`src/rtl/alu_pkg.sv`:
```
// Shared types and constants for the alu_seq arithmetic unit: op codes,
// control states and flag bit positions inside the {N,Z,C,V} register.
package alu_pkg;

   localparam int OP_W = 4;

   localparam int FLAG_N = 3;
   localparam int FLAG_Z = 2;
   localparam int FLAG_C = 1;
   localparam int FLAG_V = 0;

   typedef enum logic [OP_W-1:0] {
      OP_ADD = 4'd0,
      OP_SUB = 4'd1,
      OP_ADC = 4'd2,
      OP_SBC = 4'd3,
      OP_AND = 4'd4,
      OP_OR  = 4'd5,
      OP_XOR = 4'd6,
      OP_CMP = 4'd7,
      OP_MUL = 4'd8
   } alu_op_e;

   typedef enum logic [1:0] {
      ST_IDLE = 2'd0,
      ST_MUL  = 2'd1,
      ST_HOLD = 2'd2
   } alu_state_e;

endpackage

```
`src/rtl/alu_mul_iter.sv`:
```
// Iterative unsigned shift-add multiplier, one partial product per clock.
// Only compiled when ALU_MUL_EN is defined.
`ifdef ALU_MUL_EN
module alu_mul_iter #(
   parameter int WIDTH = 8
) (
   input  logic               clk,
   input  logic               rst,
   input  logic               start,
   input  logic [WIDTH-1:0]   a,
   input  logic [WIDTH-1:0]   b,
   output logic               done,
   output logic [2*WIDTH-1:0] product
);
   localparam int CNT_W = $clog2(WIDTH) + 1;
   localparam logic [CNT_W-1:0] LAST_STEP = CNT_W'(WIDTH - 1);

   logic               busy;
   logic [CNT_W-1:0]   step_cnt;
   logic [WIDTH-1:0]   mcand;
   logic [2*WIDTH-1:0] acc;
   logic [WIDTH:0]     partial;

   // product is the accumulator after this cycle's step, so the final
   // product is visible while done is high and can be captured on that edge
   always_comb begin
      partial = {1'b0, acc[2*WIDTH-1:WIDTH]} + (acc[0] ? {1'b0, mcand} : '0);
      product = {partial, acc[WIDTH-1:1]};
   end

   assign done = busy && (step_cnt == LAST_STEP);

   always_ff @(posedge clk) begin
      if (rst) begin
         busy     <= 1'b0;
         step_cnt <= '0;
         mcand    <= '0;
         acc      <= '0;
      end else if (start) begin
         busy     <= 1'b1;
         step_cnt <= '0;
         mcand    <= a;
         acc      <= {{WIDTH{1'b0}}, b};
      end else if (busy) begin
         acc <= product;
         if (done) begin
            busy     <= 1'b0;
            step_cnt <= '0;
         end else begin
            step_cnt <= step_cnt + 1'b1;
         end
      end
   end

endmodule
`endif

```
`src/rtl/alu_seq.sv`:
```
// Handshaked WIDTH-bit ALU with a persistent NZCV flag register feeding ADC/SBC.
// Define ALU_MUL_EN to add the iterative unsigned multiplier (op 8).
module alu_seq
   import alu_pkg::*;
#(
   parameter int WIDTH = 8
) (
   input  logic             clk,
   input  logic             rst,
   input  logic             in_valid,
   output logic             in_ready,
   input  logic [OP_W-1:0]  op,
   input  logic [WIDTH-1:0] a,
   input  logic [WIDTH-1:0] b,
   output logic             out_valid,
   input  logic             out_ready,
   output logic [WIDTH-1:0] res,
   output logic [WIDTH-1:0] res_hi,
   output logic [3:0]       flags,
   output logic             err
);

   alu_state_e       state, state_next;
   logic             accept, is_mul, load_single;
   logic             subtract, cin, sum_v, logic_op;
   logic [WIDTH-1:0] b_eff, sum, alu_res;
   logic [WIDTH:0]   sum_ext;
   logic [3:0]       alu_flags;
   logic             alu_err;
   logic [WIDTH-1:0] res_q;
   logic [3:0]       flags_q;
   logic             err_q;

   assign in_ready    = (state == ST_IDLE) || (state == ST_HOLD && out_ready);
   assign out_valid   = (state == ST_HOLD);
   assign accept      = in_valid && in_ready;
   assign load_single = accept && !is_mul;

`ifdef ALU_MUL_EN
   logic               mul_done;
   logic [2*WIDTH-1:0] mul_prod;
   logic [WIDTH-1:0]   res_hi_q;
   logic [3:0]         mul_flags;

   assign is_mul = (op == OP_MUL);

   alu_mul_iter #(.WIDTH(WIDTH)) u_mul (
      .clk     (clk),
      .rst     (rst),
      .start   (accept && is_mul),
      .a       (a),
      .b       (b),
      .done    (mul_done),
      .product (mul_prod)
   );

   // C flags a product that overflowed into the high word
   always_comb begin
      mul_flags         = 4'b0000;
      mul_flags[FLAG_N] = mul_prod[WIDTH-1];
      mul_flags[FLAG_Z] = (mul_prod == '0);
      mul_flags[FLAG_C] = (mul_prod[2*WIDTH-1:WIDTH] != '0);
   end

   always_ff @(posedge clk) begin
      if (rst) begin
         res_hi_q <= '0;
      end else if (load_single) begin
         res_hi_q <= '0;
      end else if (mul_done) begin
         res_hi_q <= mul_prod[2*WIDTH-1:WIDTH];
      end
   end

   assign res_hi = res_hi_q;
`else
   assign is_mul = 1'b0;
   assign res_hi = '0;
`endif

   // Subtraction is a + ~b + cin; C holds the borrow (inverted carry) for
   // SUB/SBC/CMP so that SBC can chain on it directly.
   always_comb begin
      subtract  = 1'b0;
      cin       = 1'b0;
      logic_op  = 1'b0;
      alu_res   = '0;
      alu_flags = flags_q;
      alu_err   = 1'b0;
      case (op)
         OP_SUB, OP_CMP: begin
            subtract = 1'b1;
            cin      = 1'b1;
         end
         OP_ADC: cin = flags_q[FLAG_C];
         OP_SBC: begin
            subtract = 1'b1;
            cin      = ~flags_q[FLAG_C];
         end
         default: ;
      endcase
      b_eff   = subtract ? ~b : b;
      sum_ext = {1'b0, a} + {1'b0, b_eff} + {{WIDTH{1'b0}}, cin};
      sum     = sum_ext[WIDTH-1:0];
      sum_v   = (a[WIDTH-1] == b_eff[WIDTH-1]) && (sum[WIDTH-1] != a[WIDTH-1]);
      case (op)
         OP_ADD, OP_ADC, OP_SUB, OP_SBC, OP_CMP: begin
            alu_res           = (op == OP_CMP) ? a : sum;
            alu_flags[FLAG_N] = sum[WIDTH-1];
            alu_flags[FLAG_Z] = (sum == '0);
            alu_flags[FLAG_C] = subtract ? ~sum_ext[WIDTH] : sum_ext[WIDTH];
            alu_flags[FLAG_V] = sum_v;
         end
         OP_AND: begin
            alu_res  = a & b;
            logic_op = 1'b1;
         end
         OP_OR: begin
            alu_res  = a | b;
            logic_op = 1'b1;
         end
         OP_XOR: begin
            alu_res  = a ^ b;
            logic_op = 1'b1;
         end
         default: alu_err = 1'b1;
      endcase
      if (logic_op) begin
         alu_flags[FLAG_N] = alu_res[WIDTH-1];
         alu_flags[FLAG_Z] = (alu_res == '0);
         alu_flags[FLAG_V] = 1'b0;
      end
   end

   // Flags change only when a result is loaded, never when it is consumed
   always_ff @(posedge clk) begin
      if (rst) begin
         res_q   <= '0;
         flags_q <= 4'b0000;
         err_q   <= 1'b0;
      end else if (load_single) begin
         res_q   <= alu_res;
         flags_q <= alu_flags;
         err_q   <= alu_err;
      end
`ifdef ALU_MUL_EN
      else if (mul_done) begin
         res_q   <= mul_prod[WIDTH-1:0];
         flags_q <= mul_flags;
         err_q   <= 1'b0;
      end
`endif
   end

   assign res   = res_q;
   assign flags = flags_q;
   assign err   = err_q;

   always_ff @(posedge clk) begin
      if (rst) begin
         state <= ST_IDLE;
      end else begin
         state <= state_next;
      end
   end

   always_comb begin
      state_next = state;
      case (state)
         ST_IDLE: begin
            if (accept) begin
               state_next = is_mul ? ST_MUL : ST_HOLD;
            end
         end
`ifdef ALU_MUL_EN
         ST_MUL: begin
            if (mul_done) begin
               state_next = ST_HOLD;
            end
         end
`endif
         ST_HOLD: begin
            if (out_ready) begin
               if (in_valid) begin
                  state_next = is_mul ? ST_MUL : ST_HOLD;
               end else begin
                  state_next = ST_IDLE;
               end
            end
         end
         default: state_next = ST_IDLE;
      endcase
   end

endmodule

```
`config.mk`:
```
export PLATFORM = sky130hd
export DESIGN_NAME = alu_seq
export DESIGN_NICKNAME = d
export VERILOG_FILES = /design/src/rtl/alu_pkg.sv /design/src/rtl/alu_mul_iter.sv /design/src/rtl/alu_seq.sv
export SDC_FILE = /design/constraint.sdc
export NUM_CORES = 1
export LEC_CHECK = 0
export CAP_MARGIN = 10
export CORE_MARGIN = 1
export CORE_UTILIZATION = 50
export CTS_CLUSTER_DIAMETER = 150
export DETAILED_ROUTE_END_ITERATION = 10
export PLACE_DENSITY = 0.78
export SLEW_MARGIN = 15
export SYNTH_ARGS = -nofsm -noshare
export SYNTH_HDL_FRONTEND = slang
export SYNTH_SLANG_ARGS = --single-unit
```
`constraint.sdc`:
```
create_clock -name clk -period 5 [get_ports clk]
set_clock_uncertainty 0.1 [all_clocks]
set_input_delay 1 -clock clk [delete_from_list [all_inputs] [get_ports clk]]
set_output_delay 1 -clock clk [all_outputs]
set_load 0.03 [all_outputs]
```
**After elaboration in Yosys (flattened, before gate mapping)**

Cells that the tools add are included.

- Multiply operators: 0
- Eq/ne operators: 12
- Reduce and logical (&&, ||, !) cells: 17
- Add/sub/neg operators: 2
- Shift-type cells: 0
- Div/mod/pow operators: 0
- Bitwise gates (word level): 6
- Magnitude comparators: 0
- Mux-type cells: 15

Operator list:

| kind | count |
|---|---|
| $pmux W8 S4 | 1 |
| $eq A4 B3 Y1 const B | 4 |
| $logic_not A8 Y1 | 2 |
| $mux W8 | 2 |
| $add A8 B8 Y9 | 1 |
| $add A9 B1 Y9 | 1 |
| $and A8 B8 Y8 | 1 |
| $eq A4 B2 Y1 const B | 2 |
| $mux W2 | 4 |
| $not A8 Y8 | 1 |
| $or A8 B8 Y8 | 1 |
| $reduce_or A8 Y1 | 1 |
| $xor A8 B8 Y8 | 1 |
| $reduce_and A2 Y1 | 3 |
| $reduce_or A3 Y1 | 2 |
| $mux W1 | 5 |
| $reduce_or A5 Y1 | 1 |
| $eq A4 B1 Y1 const B | 1 |
| $logic_not A4 Y1 | 1 |
| $mux W4 | 1 |
| $pmux W2 S2 | 1 |
| $logic_and A1 B1 Y1 | 3 |
| $pmux W1 S3 | 1 |
| $eq A2 B2 Y1 const B | 1 |
| 9 further kinds | 10 |

- Output and inout bits: 23
- Memories kept: 0
- Register bits after elaboration: 15
- Bits in read-only memories: 0
- Bits in latches: 0
- Word-level logic and storage cells: 57
- RAM bits: 0
- Input bits: 24

**Logic depth before layout (Yosys ltp)**

- Depth in word-level cells: 10
- Gate-level depth with buffers: 14
- Mapped depth without buffers: 13

**Worst setup path after synthesis**

No wires, ideal clock.

- Kind: input-to-reg
- From: in op[1]
- To: reg flags_q[2], in the netlist flags[2]
- Data required time: 4.841 ns
- Path buffers: 3
- Setup slack: 0.948 ns
- Cell stages on the path: 13
- Arrival: 3.893 ns
- Library setup time: 0.059 ns
- Path through: buf_2 clkbuf_8 o211ai_1 buf_2 xnor2_1 fa_1 fa_1 xor2_1 or3_1 a2111oi_2 nand4_1 o31ai_1 a31o_1

- Cells in the longest elaborated chain, start to end: 10
- Elaborated cells between the ends (all ways): 26
- Those cells by class: 2 x add/sub; 7 x eq/ne; 8 x mux; 9 x reduce/logical

Ends and longest elaborated chain:

| what | RTL line | text |
|---|---|---|
| start: declaration | alu_seq.sv:12 | `input logic [OP_W-1:0] op,` |
| $eq A4 B3 Y1 (tied with other cells) | alu_seq.sv:90, alu_seq.sv:106, alu_seq.sv:108 |  |
| $reduce_or A3 Y1 (no line) | n/a |  |
| $mux W1 | alu_seq.sv:90 | `case (op)` |
| $mux W8 | alu_seq.sv:102 | `b_eff = subtract ? ~b : b;` |
| $add A8 B8 Y9 | alu_seq.sv:103 | `sum_ext = {1'b0, a} + {1'b0, b_eff} + {{WIDTH{1'b0}}, cin};` |
| $add A9 B1 Y9 | alu_seq.sv:103 |  |
| $mux W8 | alu_seq.sv:108 | `alu_res = (op == OP_CMP) ? a : sum;` |
| $pmux W8 S4 | alu_seq.sv:106 | `case (op)` |
| $logic_not A8 Y1 | alu_seq.sv:130 | `alu_flags[FLAG_Z] = (alu_res == '0);` |
| $mux W2 | alu_seq.sv:128 | `if (logic_op) begin` |
| end signal: assignment | alu_seq.sv:143 | `flags_q <= alu_flags;` |
| end: declaration | alu_seq.sv:31 | `logic [3:0] flags_q;` |

Parallel ways exist; a longest one is shown, timed or not. The select of a mux whose other input is x is not followed.
A chain may end at the register's enable or synchronous reset.

**Worst setup path in the final report**

- From: in op[2]
- To: reg flags_q[2], in the netlist flags[2]

Same word-level chain as after synthesis.

==> reports/summary.txt <==
layout cell share with drive strength beyond 1 = 0.0728
CTS Hold Bufs = 0
cell chain of the critical path = clkdlybuf4s50_1 > clkinv_1 > o211ai_1 > xnor2_1 > fa_1 > fa_1 > xor2_1 > or3_1 > a2111oi_2 > nand4_1 > o31ai_1 > a31o_1
Die Y = 62.1 µm
Worst path depth = 12
Synth warnings = 0
# rows = 21
crit path DAT = 4.38 ns
Rel. slew slack = 0.628
DP HPWL = 3180 µm
antenna violations before repair = 0
WL final = 3830 µm
DR iter-0 viols = 63
Yosys reg bits = 14
antenna-violating nets left = 0
Die Wd = 62.1 µm
vias per inst = 5.50
Post-CTS Setup Inserts = 0
Hold Path Cell Cnt = 2
Worst-path clk slew = 0.08 ns
Core Box Area = 0.00339 mm²
Synth Flop Type = dfxtp_1
Port Buffers = 38
Mean Syn Cell Area = 7.99 µm²
Placed Cells = 303
critical path peak fanout = 9
reg2reg path depth = 12
global routing's busiest layer = met2
I/O pins = 47
Hold Startpoint = err
total track usage = 0.214
Clock Path Buffers = 2
CP most frequent cell = fa_1
CTS tree = done
final setup vio count = 0
Cells after Synth = 226
sequential area share after synthesis = 0.155
PD cells = 192 mW/mm²
crit share post-route = 0.853
final worst path period need = 4.26 ns
WP data required = 5.12 ns
met2 GRT Util = 0.360
Antenna diodes = 0
WL/cell = 12.5 µm
Crit Reg-Reg Endpoint = flags[2]
Top delay family on crit path = compound AO/OA/AOI/OAI gates
CP Capture Type = flop
Num CTS Buffers = 3
DIE AREA = 0.00386 mm²
post-route insts no fill = 307
final number of max-transition violations = 0
flop2flop setup slack = 1.89 ns
RSZ-0062 raised after global routing = false
static leakage = 0.946 nW
# DRC = 0
first-pass GRT wire length = 6850 µm
global route total overflow = 0
CP max-delay cell = clkdlybuf4s50_1
nets@finish = 312
vias in the first global route = 1573
dpl ws = 0.460 ns
GR Util met1 = 0.288
Buf/Inv on CP = 2
slowest cell delay on critical path = 0.48 ns
number of synthesized flops with an enable pin = 0
met3 usage = 0.0313
Final Hold Fails = 0
Hold WC Path Type = reg2reg
Post-Syn Area = 0.00181 mm²
pin count of the biggest net entering global routing = 17
H-tree levels = 1
Placer Congestion = 0.875
P&R area growth vs syn = 22.5%
via count = 1687
CP startpoint kind = primary input
CTS sink cnt = 14
Starting Density = 0.533
status = completed
fin worst setup slack = 0.736 ns
Max Cap Viol = 0
kind of critical path = in2reg
number of distinct library cells after synthesis = 48
CTS root buf = clkbuf_4
fmax = 0.235 GHz
peak supply drop = 0.0000923 V
sum of negative setup slack = 0 ns
asr flop ratio synth = 0
post-cts resize count = 0
worst reg2reg startpoint = flags[1]
worst skew pair latency = 0.27 ns
worst-margin pin slew = 0.556 ns
hold worst-path end = err
TritonRoute pass-1 iters = 4
==> stage by stage <==
stage / power, mW / hold slack [ns] / area (µm²) / util
after floorplan: 0.286 / 0.478 / 1830 / -
after global placement: 0.346 / 0.343 / 2180 / 0.642
after detailed placement: 0.349 / 0.347 / 2180 / 0.642
after CTS: 0.427 / 0.358 / 2210 / 0.653
after global routing: 0.460 / 0.366 / 2210 / 0.653
final: 0.424 / 0.357 / 2210 / 0.653
==> placed cells by master, fill, tap and decap left out, types with 4 or more instances in the layout <==
| cell | count |
|---|---|
| dfxtp_1 | 14 |
| nor2_1 | 22 |
| clkdlybuf4s50_1 | 38 |
| conb_1 | 8 |
| a211oi_1 | 4 |
| inv_1 | 28 |
| xnor2_1 | 11 |
| o21ai_0 | 6 |
| a21oi_1 | 19 |
| o211ai_1 | 4 |
| nand3_1 | 10 |
| nand2_1 | 11 |
| ha_1 | 24 |
| buf_4 | 5 |
| mux4_2 | 6 |
| nand3b_1 | 4 |
==> cell families (layout without fill, tap and decap cells) <==
group / count (synthesis) / after routing / synth area share
AND/OR/NAND/NOR: 63 / 63 / 0.172
AO/OA/AOI/OAI: 52 / 52 / 0.195
buffers and inverters: 48 / 76 / 0.133
adder cells (fa/ha/maj): 26 / 26 / 0.188
flip-flops: 14 / 14 / 0.155
XOR/XNOR: 13 / 13 / 0.0630
multiplexers: 9 / 9 / 0.0914
other: 1 / 8 / 0.00208
==> worst max path at each step <==
stage / to / start
after global routing: flags[2] / op[2]
after detailed placement: flags[2] / op[2]
after CTS: flags[2] / op[2]
after floorplan: flags[2] / op[1]
final: flags[2] / op[2]
after global placement: flags[2] / op[2]
==> sequential cells by signal, indices dropped and copies added (netlist names) <==
signal  cells
flags       4
state       1
res         8
err         1
==> worst min-delay path, cell delays in order (launching register included) <==
cell and delay, ns:
dfxtp_1 0.32, nand2_1 0.05, a21oi_1 0.05
==> final cells by class <==
class | count | area [µm²]
multi-input combinational | 171 | 1310
fill | 305 | 1180
timing repair buffer | 43 | 418
sequential | 14 | 280
inverter | 29 | 109
tap | 46 | 57.6
clock buffer | 4 | 36.3
==> where the power goes <==
part | total (mW) | internal, mW | switching [mW]
logic | 0.225 | 0.0986 | 0.127
registers | 0.122 | 0.119 | 0.00368
clock network | 0.0768 | 0.0442 | 0.0326
==> Yosys cell counts, types with 2 or more instances <==
| master | number | area, µm² |
|---|---|---|
| nand4_1 | 3 | 18.8 |
| mux2i_1 | 3 | 30.0 |
| a32o_1 | 2 | 20.0 |
| or3_1 | 2 | 12.5 |
| buf_2 | 2 | 10.0 |
| dfxtp_1 | 14 | 280 |
| o21ai_0 | 6 | 30.0 |
| nand2b_1 | 2 | 12.5 |
| nor3b_1 | 2 | 15.0 |
| ha_1 | 24 | 300 |
| xor2_1 | 2 | 17.5 |
| nand2_1 | 11 | 41.3 |
| nand3_1 | 10 | 50.1 |
| nor3_1 | 3 | 15.0 |
| mux4_2 | 6 | 135 |
| a2111oi_0 | 2 | 17.5 |
| a31oi_1 | 2 | 12.5 |
| clkbuf_8 | 2 | 27.5 |
| xnor2_1 | 11 | 96.3 |
| nor2_1 | 22 | 82.6 |
| a211oi_1 | 4 | 30.0 |
| inv_1 | 28 | 105 |
| fa_1 | 2 | 40.0 |
| o211ai_1 | 4 | 30.0 |
| clkbuf_1 | 5 | 18.8 |
| nand3b_1 | 4 | 30.0 |
| a21oi_1 | 19 | 95.1 |
| a21o_1 | 2 | 15.0 |
| buf_4 | 8 | 60.1 |
==> metal layers <==
| layer | routed length, µm | part of all wire |
|---|---|---|
| met1 | 1760 | 0.46 |
| met2 | 1830 | 0.48 |
| met3 | 198 | 0.052 |
| met4 | 34 | 0.0089 |
| met5 | 0 | 0 |
Power figures use the tool's default switching activity.
